### src/rtl/mc_pkg.sv
// Shared definitions for the mc_ctrl_seq multi-cycle control sequencer.
// Holds the FSM state encoding, the instruction classes produced by the
// decoder, MIPS opcode/funct constants and the datapath select encodings.
package mc_pkg;

   typedef enum logic [2:0] {
      ST_IF   = 3'd0,
      ST_ID   = 3'd1,
      ST_EXE  = 3'd2,
      ST_MEM  = 3'd3,
      ST_WB   = 3'd4,
      ST_HALT = 3'd5
   } state_t;

   typedef enum logic [3:0] {
      IC_R    = 4'd0,   // R-type ALU op, writes rd
      IC_IMM  = 4'd1,   // I-type ALU op (ori/addiu/lui), writes rt
      IC_LW   = 4'd2,
      IC_SW   = 4'd3,
      IC_BEQ  = 4'd4,
      IC_J    = 4'd5,
      IC_JAL  = 4'd6,
      IC_HALT = 4'd7,
      IC_ILL  = 4'd8
   } iclass_t;

   localparam logic [5:0] OP_RTYPE = 6'h00;
   localparam logic [5:0] OP_J     = 6'h02;
   localparam logic [5:0] OP_JAL   = 6'h03;
   localparam logic [5:0] OP_BEQ   = 6'h04;
   localparam logic [5:0] OP_ADDIU = 6'h09;
   localparam logic [5:0] OP_ORI   = 6'h0d;
   localparam logic [5:0] OP_LUI   = 6'h0f;
   localparam logic [5:0] OP_LW    = 6'h23;
   localparam logic [5:0] OP_SW    = 6'h2b;

   localparam logic [5:0] FN_ADD = 6'h20;
   localparam logic [5:0] FN_SUB = 6'h22;
   localparam logic [5:0] FN_AND = 6'h24;
   localparam logic [5:0] FN_OR  = 6'h25;
   localparam logic [5:0] FN_SLT = 6'h2a;

   localparam logic [2:0] ALU_ADD = 3'b000;
   localparam logic [2:0] ALU_SUB = 3'b001;
   localparam logic [2:0] ALU_AND = 3'b010;
   localparam logic [2:0] ALU_OR  = 3'b011;
   localparam logic [2:0] ALU_SLT = 3'b100;
   localparam logic [2:0] ALU_LUI = 3'b101;

   localparam logic [1:0] EXT_ZERO = 2'b00;
   localparam logic [1:0] EXT_SIGN = 2'b01;
   localparam logic [1:0] EXT_LUI  = 2'b10;

   localparam logic [1:0] NPC_SEQ = 2'b00;
   localparam logic [1:0] NPC_BR  = 2'b01;
   localparam logic [1:0] NPC_JMP = 2'b10;

   localparam logic [1:0] RDST_RT = 2'b00;
   localparam logic [1:0] RDST_RD = 2'b01;
   localparam logic [1:0] RDST_RA = 2'b10;

   localparam logic [1:0] M2R_ALU = 2'b00;
   localparam logic [1:0] M2R_DM  = 2'b01;
   localparam logic [1:0] M2R_PC4 = 2'b10;
   localparam logic [1:0] M2R_EXT = 2'b11;

endpackage

### src/rtl/mc_decode.sv
// Combinational instruction decoder for mc_ctrl_seq.
// Ports: op/funct (IR fields) in; iclass (instruction class), alu_ctr,
// ext_op, alusrc and illegal (unsupported op/funct) out.
module mc_decode
   import mc_pkg::*;
#(
   parameter logic [5:0] HALT_OP = 6'h3f
) (
   input  logic [5:0] op,
   input  logic [5:0] funct,
   output iclass_t    iclass,
   output logic [2:0] alu_ctr,
   output logic [1:0] ext_op,
   output logic       alusrc,
   output logic       illegal
);

   // Map op/funct to class and EXE-stage ALU controls.
   always_comb begin
      iclass  = IC_ILL;
      alu_ctr = ALU_ADD;
      ext_op  = EXT_ZERO;
      alusrc  = 1'b0;
      // HALT_OP is a parameter, so it is checked ahead of the fixed opcodes.
      if (op == HALT_OP) begin
         iclass = IC_HALT;
      end else begin
         case (op)
            OP_RTYPE: begin
               case (funct)
                  FN_ADD:  begin iclass = IC_R; alu_ctr = ALU_ADD; end
                  FN_SUB:  begin iclass = IC_R; alu_ctr = ALU_SUB; end
                  FN_AND:  begin iclass = IC_R; alu_ctr = ALU_AND; end
                  FN_OR:   begin iclass = IC_R; alu_ctr = ALU_OR;  end
                  FN_SLT:  begin iclass = IC_R; alu_ctr = ALU_SLT; end
                  default: iclass = IC_ILL;
               endcase
            end
            OP_ORI:   begin iclass = IC_IMM; alu_ctr = ALU_OR;  ext_op = EXT_ZERO; alusrc = 1'b1; end
            OP_ADDIU: begin iclass = IC_IMM; alu_ctr = ALU_ADD; ext_op = EXT_SIGN; alusrc = 1'b1; end
            OP_LUI:   begin iclass = IC_IMM; alu_ctr = ALU_LUI; ext_op = EXT_LUI;  alusrc = 1'b1; end
            OP_LW:    begin iclass = IC_LW;  alu_ctr = ALU_ADD; ext_op = EXT_SIGN; alusrc = 1'b1; end
            OP_SW:    begin iclass = IC_SW;  alu_ctr = ALU_ADD; ext_op = EXT_SIGN; alusrc = 1'b1; end
            OP_BEQ:   begin iclass = IC_BEQ; alu_ctr = ALU_SUB; ext_op = EXT_SIGN; alusrc = 1'b0; end
            OP_J:     iclass = IC_J;
            OP_JAL:   iclass = IC_JAL;
            default:  iclass = IC_ILL;
         endcase
      end
   end

   assign illegal = (iclass == IC_ILL);

endmodule

### src/rtl/mc_ctrl_seq.sv
// Multi-cycle control sequencer for the MIPS subset core.
// Ports: clk, rst (sync active-high); op/funct from IR, ALU zero flag,
// imem_ack/dmem_ack handshakes in. Out: memory requests, PC/IR/RF/DM
// write enables, datapath selects, debug state, halted, sticky err and
// the retired-instruction counter.
// Control outputs are decoded from the state register and forced to zero
// while rst is high, so a reset cycle never issues a write.
module mc_ctrl_seq
   import mc_pkg::*;
#(
   parameter int         TIMEOUT = 16,
   parameter int         CNT_W   = 5,
   parameter int         PERF_W  = 32,
   parameter logic [5:0] HALT_OP = 6'h3f
) (
   input  logic              clk,
   input  logic              rst,
   input  logic [5:0]        op,
   input  logic [5:0]        funct,
   input  logic              zero,
   input  logic              imem_ack,
   input  logic              dmem_ack,
   output logic              imem_req,
   output logic              dmem_req,
   output logic              pc_we,
   output logic              ir_we,
   output logic              rf_we,
   output logic              dm_we,
   output logic [2:0]        alu_ctr,
   output logic [1:0]        ext_op,
   output logic [1:0]        npc_sel,
   output logic [1:0]        regdst_sel,
   output logic [1:0]        memtoreg_sel,
   output logic              alusrc_sel,
   output logic [2:0]        state,
   output logic              halted,
   output logic              err,
   output logic [PERF_W-1:0] retired
);

   localparam logic [CNT_W:0] TO_LIM = (CNT_W+1)'(TIMEOUT);

   state_t            state_r, state_nxt;
   logic [CNT_W-1:0]  cnt_r, cnt_nxt;
   logic [CNT_W:0]    cnt_inc_s;
   logic              to_s;
   logic              err_r, err_nxt;
   logic              retire_s;
   logic [PERF_W-1:0] retired_r;

   iclass_t           iclass_s;
   logic [2:0]        dec_alu_s;
   logic [1:0]        dec_ext_s;
   logic              dec_asrc_s;
   logic              illegal_s;

   mc_decode #(.HALT_OP(HALT_OP)) u_decode (
      .op      (op),
      .funct   (funct),
      .iclass  (iclass_s),
      .alu_ctr (dec_alu_s),
      .ext_op  (dec_ext_s),
      .alusrc  (dec_asrc_s),
      .illegal (illegal_s)
   );

   // One extra bit so the TIMEOUT compare cannot wrap.
   assign cnt_inc_s = {1'b0, cnt_r} + {{CNT_W{1'b0}}, 1'b1};
   // The waiting cycle whose count reaches TIMEOUT is the last one allowed.
   assign to_s      = (cnt_inc_s >= TO_LIM);

   // State, counter, sticky error and retired counter registers.
   always_ff @(posedge clk) begin
      if (rst) begin
         state_r   <= ST_IF;
         cnt_r     <= {CNT_W{1'b0}};
         err_r     <= 1'b0;
         retired_r <= {PERF_W{1'b0}};
      end else begin
         state_r <= state_nxt;
         cnt_r   <= cnt_nxt;
         err_r   <= err_nxt;
         if (retire_s) begin
            retired_r <= retired_r + {{(PERF_W-1){1'b0}}, 1'b1};
         end
      end
   end

   // Next-state and control-output decode.
   always_comb begin
      state_nxt    = state_r;
      cnt_nxt      = cnt_r;
      err_nxt      = err_r;
      retire_s     = 1'b0;
      imem_req     = 1'b0;
      dmem_req     = 1'b0;
      pc_we        = 1'b0;
      ir_we        = 1'b0;
      rf_we        = 1'b0;
      dm_we        = 1'b0;
      alu_ctr      = ALU_ADD;
      ext_op       = EXT_ZERO;
      npc_sel      = NPC_SEQ;
      regdst_sel   = RDST_RT;
      memtoreg_sel = M2R_ALU;
      alusrc_sel   = 1'b0;
      halted       = 1'b0;
      if (rst) begin
         // Outputs stay at their zero defaults for the whole reset cycle.
         state_nxt = ST_IF;
         cnt_nxt   = {CNT_W{1'b0}};
         err_nxt   = 1'b0;
      end else begin
         case (state_r)
            ST_IF: begin
               imem_req = 1'b1;
               if (imem_ack) begin
                  ir_we     = 1'b1;
                  pc_we     = 1'b1;
                  npc_sel   = NPC_SEQ;
                  cnt_nxt   = {CNT_W{1'b0}};
                  state_nxt = ST_ID;
               end else if (to_s) begin
                  err_nxt   = 1'b1;
                  cnt_nxt   = {CNT_W{1'b0}};
                  state_nxt = ST_HALT;
               end else begin
                  cnt_nxt   = cnt_inc_s[CNT_W-1:0];
               end
            end
            ST_ID: begin
               if (illegal_s) begin
                  err_nxt   = 1'b1;
                  state_nxt = ST_HALT;
               end else begin
                  case (iclass_s)
                     IC_J: begin
                        pc_we     = 1'b1;
                        npc_sel   = NPC_JMP;
                        retire_s  = 1'b1;
                        state_nxt = ST_IF;
                     end
                     IC_JAL:  state_nxt = ST_WB;
                     IC_HALT: begin
                        retire_s  = 1'b1;
                        state_nxt = ST_HALT;
                     end
                     default: state_nxt = ST_EXE;
                  endcase
               end
            end
            ST_EXE: begin
               alu_ctr    = dec_alu_s;
               ext_op     = dec_ext_s;
               alusrc_sel = dec_asrc_s;
               case (iclass_s)
                  IC_BEQ: begin
                     pc_we     = zero;
                     npc_sel   = NPC_BR;
                     retire_s  = 1'b1;
                     state_nxt = ST_IF;
                  end
                  IC_LW, IC_SW: state_nxt = ST_MEM;
                  IC_R, IC_IMM: state_nxt = ST_WB;
                  default: begin
                     // IR changed under us: treat as illegal.
                     err_nxt   = 1'b1;
                     state_nxt = ST_HALT;
                  end
               endcase
            end
            ST_MEM: begin
               dmem_req = 1'b1;
               if (dmem_ack) begin
                  cnt_nxt = {CNT_W{1'b0}};
                  if (iclass_s == IC_SW) begin
                     dm_we     = 1'b1;
                     retire_s  = 1'b1;
                     state_nxt = ST_IF;
                  end else begin
                     state_nxt = ST_WB;
                  end
               end else if (to_s) begin
                  err_nxt   = 1'b1;
                  cnt_nxt   = {CNT_W{1'b0}};
                  state_nxt = ST_HALT;
               end else begin
                  cnt_nxt   = cnt_inc_s[CNT_W-1:0];
               end
            end
            ST_WB: begin
               rf_we     = 1'b1;
               retire_s  = 1'b1;
               state_nxt = ST_IF;
               case (iclass_s)
                  IC_R:   regdst_sel   = RDST_RD;
                  IC_LW:  memtoreg_sel = M2R_DM;
                  IC_JAL: begin
                     regdst_sel   = RDST_RA;
                     memtoreg_sel = M2R_PC4;
                     pc_we        = 1'b1;
                     npc_sel      = NPC_JMP;
                  end
                  default: begin
                     regdst_sel   = RDST_RT;
                     memtoreg_sel = M2R_ALU;
                  end
               endcase
            end
            ST_HALT: halted = 1'b1;
            default: begin
               err_nxt   = 1'b1;
               state_nxt = ST_HALT;
            end
         endcase
      end
   end

   assign state   = state_r;
   assign err     = err_r;
   assign retired = retired_r;

endmodule
### config.mk
export PLATFORM = sky130hd
export DESIGN_NAME = mc_ctrl_seq
export DESIGN_NICKNAME = d
export VERILOG_FILES = /design/src/rtl/mc_pkg.sv /design/src/rtl/mc_decode.sv /design/src/rtl/mc_ctrl_seq.sv
export SDC_FILE = /design/constraint.sdc
export NUM_CORES = 1
export LEC_CHECK = 0
export CAP_MARGIN = 10
export CORE_MARGIN = 10
export CORE_UTILIZATION = 35
export CTS_BUF_LIST = sky130_fd_sc_hd__clkbuf_16
export DETAILED_ROUTE_END_ITERATION = 10
export GPL_ROUTABILITY_DRIVEN = 0
export SLEW_MARGIN = 20
export SYNTH_ARGS = -nofsm -noshare
export SYNTH_HDL_FRONTEND = slang
export SYNTH_HIERARCHICAL = 1
export SYNTH_SLANG_ARGS = --single-unit
export TNS_END_PERCENT = 50
### constraint.sdc
create_clock -name clk -period 8.41 [get_ports clk]
set_input_delay 0.841 -clock clk [delete_from_list [all_inputs] [get_ports clk]]
set_output_delay 0.841 -clock clk [all_outputs]
set_load 0.05 [all_outputs]
# Word level (Yosys, flattened, before mapping)
# Cells that the tools add are included.
[word_totals]
regBits = 41
in_bits = 17
output_inout_bits = 55
word_cells = 125
[classes]
n_addsub = 2
magnitude_cmp = 1
n_eq_ne = 31
muxes = 72
bitwise = 1
n_reduce_logical = 14
[ops]
columns = ["operator", "count"]
rows = [
  ["== test 6 bit (second input constant)", 8],
  ["2-to-1 mux 1 bit", 34],
  ["adder 32 x 1 -> 32 bit (second input constant)", 1],
  ["case mux 4 bit (7 select lines)", 1],
  ["2-to-1 mux 3 bit", 8],
  ["case mux 3 bit (4 select lines)", 2],
  ["2-to-1 mux 2 bit", 11],
  ["== test 6 x 4 -> 1 bit (second input constant)", 3],
  ["case mux 3 bit (3 select lines)", 2],
  ["case mux 3 bit (6 select lines)", 1],
  ["== test 4 x 3 -> 1 bit (second input constant)", 4],
  ["2-to-1 mux 5 bit", 3],
  ["OR reduction 5 bit", 3],
  ["== test 6 x 2 -> 1 bit (second input constant)", 2],
  ["case mux 2 bit (2 select lines)", 3],
  ["case mux 5 bit (2 select lines)", 1],
  ["== test 4 x 2 -> 1 bit (second input constant)", 2],
  ["2-to-1 mux 4 bit", 2],
  ["!= test 2 bit (second input constant)", 4],
  ["case mux 1 bit (4 select lines)", 2],
  ["OR reduction 2 bit", 4],
  ["adder 5 x 1 -> 6 bit (second input constant)", 1],
  ["== test 3 x 2 -> 1 bit (second input constant)", 2],
  ["== test 3 bit (second input constant)", 2],
  ["15 further kinds", 15],
]

# Logic depth before layout (Yosys ltp)
[depth]
depth_word = 11
ltp_mapped = 12
depth_no_buf = 9

# By module
# The synthesis kept the hierarchy.
[by_module_without_submodules]
columns = ["mod", "instances", "cells_per_inst", "area_each_um2", "seq_area_each_um2"]
rows = [
  ["mc_ctrl_seq", 1, 349, 2807.7, 820.8],
  ["mc_decode", 1, 63, 415.4, 0.0],
]

# Worst setup path after synthesis
# OpenSTA, ideal clock, no wires.
[synth_path]
kind = "in2out"
startpoint = "in rst"
endpoint = "out memtoreg_sel[0]"
arrival_time_ns = 4.062
required_time_ns = 7.569
slack_ns = 3.507
path_stages = 4
n_path_buf = 1
cell_sequence = "clkbuf_1 -> nor3_1 -> nand2b_1 -> nor4b_1"
[synth_between]
elab_chain_cells = 1
[synth_lines]
columns = ["element", "line_no", "source"]
rows = [
  ["from (decl)", "mc_ctrl_seq.sv:17", "input logic rst,"],
  ["2-to-1 mux 2 bit", "mc_ctrl_seq.sv:108", "if (rst) begin"],
  ["to (decl)", "mc_ctrl_seq.sv:33", "output logic [1:0] memtoreg_sel,"],
]
# No other way between the ends.

# Worst setup path in the final report
[layout_path]
startpoint = "in op[2]"
endpoint = "out pc_we"
[layout_between]
elab_chain_cells = 9
elab_cells_between_ends = 23
classes_between = "eq/ne: 13; mux: 8; reduce/logical: 2"
[layout_lines]
columns = ["element", "line_no", "source"]
rows = [
  ["from (decl)", "mc_ctrl_seq.sv:18", "input logic [5:0] op,"],
  ["== test 6 x 4 -> 1 bit", "mc_decode.sv:28", "case (op)"],
  ["OR reduction 3 bit (no line)", "--", ""],
  ["case mux 4 bit (7 select lines)", "mc_decode.sv:28", ""],
  ["2-to-1 mux 4 bit *", "mc_decode.sv:25", "if (op == HALT_OP) begin"],
  ["net iclass_s[2]", "mc_ctrl_seq.sv:51", "iclass_t iclass_s;"],
  ["== test 4 x 3 -> 1 bit", "mc_ctrl_seq.sv:136", "case (iclass_s)"],
  ["2-to-1 mux 1 bit", "mc_ctrl_seq.sv:136", ""],
  ["2-to-1 mux 1 bit", "mc_ctrl_seq.sv:132", "if (illegal_s) begin"],
  ["case mux 1 bit (4 select lines) *", "mc_ctrl_seq.sv:114", "case (state_r)"],
  ["2-to-1 mux 1 bit *", "mc_ctrl_seq.sv:108", ""],
  ["to (decl)", "mc_ctrl_seq.sv:25", "output logic pc_we,"],
]
# The timed path passes the listed nets; every way through them passes the cells marked *.

==> results.md <==
* Outcome: complete, no violations
* Initial core utilization at a little over a third
* Fin area at between 4000 and 5000 sq um
* CTS Buffer Depth at 2
* Mapped Area at around 3200 sq um
* Remaining DRCs at 0
* Worst vdd ir at roughly 83 uV
* Diode count at 0
* Vias per cell at around 5.5
* Reg2reg start: state[0]$_SDFFE_PP0P_
* Worst setup SP type: input pin
* Pin count of the biggest net entering global routing at 80
* Final setup fails at 0
* First-pass GRT wire length at between 10,000 and 15,000 um
* Distinct cells, synth at 70
* Tcrit/Tclk final at 59.9%
* PostCTS Resize Cnt at 0
* CP Launch Point: op[2]
* Crit path max fanout at 13
* Core area at between 8000 and 9000 sq um
* Initial detailed-routing violation count at between 150 and 200
* Post-synth EDFFs at 0
* Fraction of layout instances using a drive strength above 1 at around an eighth
* Chip Height at approximately 120 um
* CTS Root Cell: clkbuf_16
* Cts bufs inserted at 5
* Final Hold Vio Count at 0
* Worst reg-to-reg setup slack at ~5700 ps
* Placed Area at a little under 4000 sq um
* Synth Register Bits at 41
* Max_slew headroom at a little under half
* Commonest cells after routing, fill and taps aside: 70 x clkdlybuf4s50_1, 59 x nor2_1, 41 x dfxtp_1, 36 x nor2b_1, 27 x nand2_1
* Leak pwr at ~1.4 nW
* TNS Setup at 0 ps
* Class of the tightest hold or removal check: reg2reg
* Post-Syn Nets at ~430
* Setup CP Type: in2out
* Initial antenna violation count at 0
* Worst Skew at around 13 ps
* Commonest non-fill, non-tap cell in the layout: clkdlybuf4s50_1
* Die ar. at 13,400 sq um
* Actual slew at the worst max-slew pin at 806 ps
* # Max-Cap Violations at 0
* HPWL Detailed at around 6400 um
* Final max-slew violation count at 0
* Largest area contributor in the netlist: dfxtp_1
* Hold path start: err$_SDFFE_PP0P_
* Total congestion overflow at 0
* Synth Area per Inst at slightly below 8 sq um
* WL final at 8820 um
* Antenna Nets Post-Route at 0
* Pwr Density at 125 nW/um^2
* Top cell type's share of synthesized area at between 20% and 30%
* I/O Buffers at a little over 70
* Area Growth Syn to Fin at 26.9%
* Setup bufs post-CTS at 0
* Final total power at 0.000513 W
* Final nets at 482
* Total Routing Usage GR at 13.1%
* Required @ worst endpoint at between 7000 and 8000 ps
* H-tree Lvls at 2
* Sequential fraction of the synthesis area at ~25%
* # fillers at 880
* Drt wl/cell at ~15 um
* Clk Latency, worst-skew pair at ~290 ps
* Hold_buf cts at 0
* WHS at 486 ps
* DRT Pass-1 Iters at 4
* Ports at just over 70
* Vias in the first global route at 2,870
* Ys Warns at 6
* RSZ-0062 raised after global routing: false
* Synth area leaders: dfxtp_1 25%, nor2b_1 7.0%, nor2_1 6.9%, mux2_2 5.2%, mux2_1 4.9%
* CTS clock-pin slew for the worst setup and hold paths at 70 ps
* Max Fclk at ~200 MHz
* CP Data Arrival Time at between 4000 and 5000 ps
* CTS tree: built
* Die X at ~120 um
* Cell Rows at 34
* Sink Count at between 40 and 50
* Via Count at between 3,000 and 4,000
* Min Tclk post-route at around 5000 ps
* Most used DFF post-synth: dfxtp_1
* Critical Path Sink Type: output pin
* Synthesized instance count at between 400 and 500
* Asr flop ratio synth at 0%
==> power by group <==
group / internal, W / switching (W)
registers: 0.000198 / 0.00000847
clock network: 0.000139 / 0.0000782
logic: 0.0000331 / 0.0000558
total: 0.000370 / 0.000143
==> state kept, by name (all words and copies together) (netlist names) <==
signal	count
cnt_r	5
retired	32
err	1
state	3
==> metal layers <==
layer	vias up	GRT usage [%]	part of all wire (%)
li1	1587	-	-
met1	1466	17.0	45
met2	79	20.6	47
met3	8	2.95	6.8
met4	0	5.09	1.6
met5	-	0	0
==> stage by stage <==
stage	std cells	setup slack, ps	utilization [%]
5_1_grt	572	3130	46.2
2_1_floorplan	412	3510	-
4_1_cts	572	3380	46.2
3_5_place_dp	564	3390	44.3
3_3_place_gp	564	3450	44.3
6_report	572	3370	46.2
==> final cells by class <==
class | instances | area, sq um | share of cell area (%)
clock buffer | 5 | 125 | 3.06
clock inverter | 3 | 42.5 | 1.04
inverter | 8 | 30.0 | 0.734
multi-input combinational | 334 | 2210 | 54.2
sequential | 41 | 821 | 20.1
tap | 108 | 135 | 3.30
timing repair buffer | 73 | 721 | 17.6
==> cell usage after synthesis (7+ instances only) <==
master    instances
a21oi_1          26
a21oi_2           9
and2_1            9
clkbuf_1         15
dfxtp_1          41
inv_1             8
mux2_1           14
mux2_2           15
nand2_1          27
nand2b_1          7
nand3_1          16
nand4_1          12
nor2_1           59
nor2b_1          36
nor3_1           13
o21ai_0           8
==> critical path, stage by stage <==
cell and delay, ps:
clkdlybuf4s50_1 730, and3_1 270, nand3_1 90, o41ai_1 90
a32o_1 430, or4b_4 550, o22ai_1 150, nand2_1 70
a21oi_1 140, clkdlybuf4s50_1 820
==> final timing paths <==
check	end	cells after the start
setup / recovery	pc_we	10
setup reg to reg	retired[14]$_SDFFE_PP0P_	6
hold / removal	err$_SDFFE_PP0P_	2
hold reg to reg	err$_SDFFE_PP0P_	2
==> logic make-up after synthesis <==
kind of cell,after synthesis,share of synthesized area [%]
and+or+nand+nor,210,35.5
DFF,41,25.5
AOI/OAI and AO/OA,85,19.9
adders and majority gates,2,0.776
muxes,32,11.1
xor gates and xnor gates,5,1.36
buffers and inverters,37,5.94
Power figures use the tool's default switching activity.
